--- config.mk ---
export PLATFORM = sky130hd
export DESIGN_NAME = regfile_wb_arbiter
export DESIGN_NICKNAME = d
export VERILOG_FILES = /design/src/rtl/regfile_wb_arbiter.sv
export SDC_FILE = /design/constraint.sdc
export NUM_CORES = 1
export LEC_CHECK = 0
export ABC_AREA = 1
export BUFFER_PORTS_ARGS = -buffer_cell sky130_fd_sc_hd__buf_2
export CAP_MARGIN = 20
export CORE_AREA = 2 2 72 91
export CTS_CLUSTER_SIZE = 8
export DETAILED_ROUTE_END_ITERATION = 8
export DIE_AREA = 0 0 74 93
export GPL_ROUTABILITY_DRIVEN = 0
export PLACE_DENSITY = 0.83
export SLEW_MARGIN = 15
export SYNTH_ARGS = -nofsm -noshare
export SYNTH_HDL_FRONTEND = slang
export SYNTH_SLANG_ARGS = --single-unit
export TNS_END_PERCENT = 50
--- constraint.sdc ---
create_clock -name Clk -period 2.8 [get_ports Clk]
set_input_delay 0.28 -clock Clk [delete_from_list [all_inputs] [get_ports Clk]]
set_output_delay 0.28 -clock Clk [all_outputs]
set_load 0.05 [all_outputs]
--- src/rtl/regfile_wb_arbiter.sv ---
// ============================================================================
// regfile_wb_arbiter
//   Two-requester round-robin arbiter for a single register-file write port.
//   Revision: 1.0
// ============================================================================
`default_nettype none

module regfile_wb_arbiter (
    input  logic        Clk,
    input  logic        Reset,
    input  logic        ValidA,
    input  logic [4:0]  AddrA,
    input  logic [31:0] DataA,
    output logic        ReadyA,
    input  logic        ValidB,
    input  logic [4:0]  AddrB,
    input  logic [31:0] DataB,
    output logic        ReadyB,
    output logic        RegWrite,
    output logic [4:0]  WriteRegister,
    output logic [31:0] WriteData,
    output logic        DroppedZero,
    output logic [15:0] WriteCount
);

    localparam logic [0:0]  PRIO_A    = 1'b0;
    localparam logic [0:0]  PRIO_B    = 1'b1;
    localparam logic [15:0] COUNT_MAX = 16'hFFFF;

    logic [0:0]  prio;
    logic [0:0]  prio_next;
    logic        grant_a;
    logic        grant_b;
    logic        accept;
    logic [4:0]  sel_addr;
    logic [31:0] sel_data;

    // Grants are pure functions of the inputs and the priority bit; reset blocks both.
    always_comb begin
        grant_a = 1'b0;
        grant_b = 1'b0;
        if (!Reset) begin
            grant_a = ValidA && (!ValidB || (prio == PRIO_A));
            grant_b = ValidB && (!ValidA || (prio == PRIO_B));
        end
    end

    always_ff @(posedge Clk) begin
        if (Reset) begin
            prio <= PRIO_A;
        end else begin
            prio <= prio_next;
        end
    end

    always_comb begin
        prio_next = prio;
        if (grant_a) begin
            prio_next = PRIO_B;
        end else if (grant_b) begin
            prio_next = PRIO_A;
        end
    end

    always_comb begin
        ReadyA = grant_a;
        ReadyB = grant_b;
    end

    assign accept   = grant_a || grant_b;
    assign sel_addr = grant_b ? AddrB : AddrA;
    assign sel_data = grant_b ? DataB : DataA;

    // Writes to register 0 still load the address/data but are reported as dropped.
    always_ff @(posedge Clk) begin
        if (Reset) begin
            RegWrite      <= 1'b0;
            DroppedZero   <= 1'b0;
            WriteRegister <= 5'd0;
            WriteData     <= 32'd0;
            WriteCount    <= 16'd0;
        end else if (accept) begin
            RegWrite      <= (sel_addr != 5'd0);
            DroppedZero   <= (sel_addr == 5'd0);
            WriteRegister <= sel_addr;
            WriteData     <= sel_data;
            if ((sel_addr != 5'd0) && (WriteCount != COUNT_MAX)) begin
                WriteCount <= WriteCount + 16'd1;
            end
        end else begin
            RegWrite    <= 1'b0;
            DroppedZero <= 1'b0;
        end
    end

endmodule

`default_nettype wire

==> results by group <==
Run status
  – Status: completed

Final layout
  – Final core area utilization: 0.611
  – Filler instances: 579
  – Finished Cell Area: 3690 sq um
  – Diodes inserted: 0
  – Most frequent cells in the layout: buf_2 (134), nand2_1 (123), inv_1 (69)
  – Commonest non-fill, non-tap cell in the layout: buf_2
  – Area delta synth->final: 26.8%
  – Nets: 637
  – Layout cells sized above 1: 0.284

Hold path
  – Worst min path class: input port to register

Clocking
  – Clk slew on worst S/H paths: 0.10 ns
  – CTS tree: yes
  – Clock sink count: 56
  – Clock Path Buffers: 2
  – Post-CTS sizing: 0
  – CTS Root Cell: clkbuf_8
  – Clock Latency Late Sink: 0.31 ns
  – Htree depth: 2
  – Hold_buf cts: 0
  – Cts bufs inserted: 5
  – Setup Fix Bufs, Post-CTS: 0

Place
  – PortBufs: 134
  – HPWL after detailed placement: ~5700 um
  – Placed Area: between 3000 and 4000 sq um

Detailed routing
  – Number of DRC violations after detailed-routing iteration 0: 142
  – Routed via count: 3168
  – DRT Pass-1 Iters: 4
  – ANT nets after route: 0
  – Via density: about 4.9
  – Met1 Wirelength: 3180 um
  – Routed wl met3: 543 um
  – Routed len/inst: 11.8 um
  – Routed wl met2: roughly 3800 um
  – Drt total wl: 7620 um
  – Drc violations: 0
  – Max Used Layer: met4

Synth
  – Dominant cells by area after synthesis: dfxtp_1 (39%), nand2_1 (16%), inv_1 (9.0%), o211ai_1 (8.8%), nand3_1 (7.7%)
  – Area share of the largest cell type after synthesis: 0.385
  – Post-Syn Area: roughly 2900 sq um
  – Sequential element share of the synthesized area: 0.385
  – Number of synthesized register bits: 56
  – Syn Inst Count: 438
  – Yosys cell types: 27
  – Post-synth top area cell: dfxtp_1
  – Synthesis Warnings: 0
  – Post-Syn Nets: a little over 500
  – Synth Area per Inst: 6.65 sq um

Worst setup path
  – Worst setup EP type: output pin
  – Critical path class: register to output pin
  – CP required: 2.52 ns
  – Critical path arrival: 2.01 ns
  – Max stage delay on crit path: 0.37 ns
  – Slowest CP cell: dfxtp_1
  – Crit path launch type: register
  – Max FO, Critical Path: 20
  – CP Cell Sequence: inv_2, nand2_1, nand2_2, inv_2, buf_4, buf_2
  – Most numerous cell on the critical path: inv_2

STA
  – Max-slew violations: 0
  – RSZ-0062 raised after global routing: false
  – Crit share post-route: 0.817
  – Setup TNS: 0 ns
  – Worst Tran Pin Value: 0.666 ns
  – Endpoints failing setup: 0
  – Max Freq: between 400 and 500 MHz
  – Clk_skew: about 0.0053 ns
  – Final Hold Fails: 0
  – Slew HR: 0.556
  – Tmin final: approximately 2.3 ns

Global route
  – Global-route wire length before repair: 12300 um
  – Gr ovfl total: 0
  – Vias in the first global route: 2845
  – All-Layer GR Usage: 0.224
  – Initial antenna violation count: 0
  – Largest net degree at the start of global routing: 72

Flow run
  – Max-cap violations: 0

Floorplan
  – Placeable Area: 6050 sq um
  – Initial core utilization: 0.482
  – Die X: 74 um
  – Die Y: slightly above 90 um
  – Die area: 6880 sq um
  – Std cell rows: 32
  – Top Ports: about 140

Power
  – Pwr per Cell Area: 493 nW/um^2
  – VDD IR-drop max: 0.287 mV
  – Pleak: between 2 and 2.5 nW
flip-flops by register name, summed over array words and instances (netlist names):
name           count
prio               1
DroppedZero        1
RegWrite           1
WriteRegister      5
WriteData         32
WriteCount        16
power by group:
part	leakage (nW)	total (mW)	switching (mW)	internal, mW
combinational	1.57	0.477	0.337	0.139
sequential	0.462	0.878	0.0312	0.847
clock	0.0445	0.465	0.263	0.202
cell type report:
cell class                      instances  area (sq um)  area share
Tap cell                               85           106      0.0288
Clock buffer                            7          86.3      0.0234
Sequential cell                        56          1120       0.304
Timing Repair Buffer                  139           708       0.192
Multi-Input combinational cell        282          1390       0.375
Inverter                               74           278      0.0752
Clock inverter                          1          7.51     0.00203
layer usage:
layer | global-route usage | vias to the layer above
li1 | - | 1636
met1 | 0.263 | 1407
met2 | 0.386 | 112
met3 | 0.0582 | 13
met4 | 0.0818 | 0
met5 | 0 | -
path summary, 6_finish.rpt:
kind | from | endpoint | slack (ns) | cells after the start
worst min register to register | prio | prio | 0.50 | 2
worst min-delay path | ValidA | prio | 0.26 | 3
worst max-delay path | prio | ReadyB | 0.51 | 6
worst max register to register | WriteCount[1] | WriteCount[1] | 0.59 | 10
Yosys cell counts, drive strengths merged:
| master | number |
|---|---|
| o211ai | 34 |
| nand3 | 47 |
| xnor2 | 1 |
| buf | 17 |
| clkbuf | 9 |
| a211oi | 1 |
| o21ai | 4 |
| xor2 | 2 |
| inv | 74 |
| nand2 | 125 |
| a21oi | 2 |
| nand3b | 2 |
| nand4 | 15 |
| ha | 1 |
| nor3 | 9 |
| dfxtp | 56 |
| nor2 | 39 |
kinds of logic after synthesis:
group | count (synthesis) | share of synthesized area
fa+ha+maj | 1 | 0.00430
buf+inv | 100 | 0.139
simple gates | 237 | 0.362
compound gates | 41 | 0.101
xor+xnor | 3 | 0.00903
flops | 56 | 0.385
worst max-delay path: cells and delay by family (launching register included):
kind,cells,cell delay (ns)
DFF,1,0.37
and+or+nand+nor,2,0.35
buffers and inverters,4,0.97
through the flow:
step	hold WS (ns)	worst slack, ns	std cells	power [mW]
finish	0.263	0.512	644	1.82
CTS	0.259	0.475	644	1.84
global placement	0.454	0.679	636	1.37
detailed placement	0.480	0.577	636	1.37
floorplan	0.437	0.776	438	1.24
global route	0.253	0.348	644	1.91
Power figures use the tool's default switching activity.
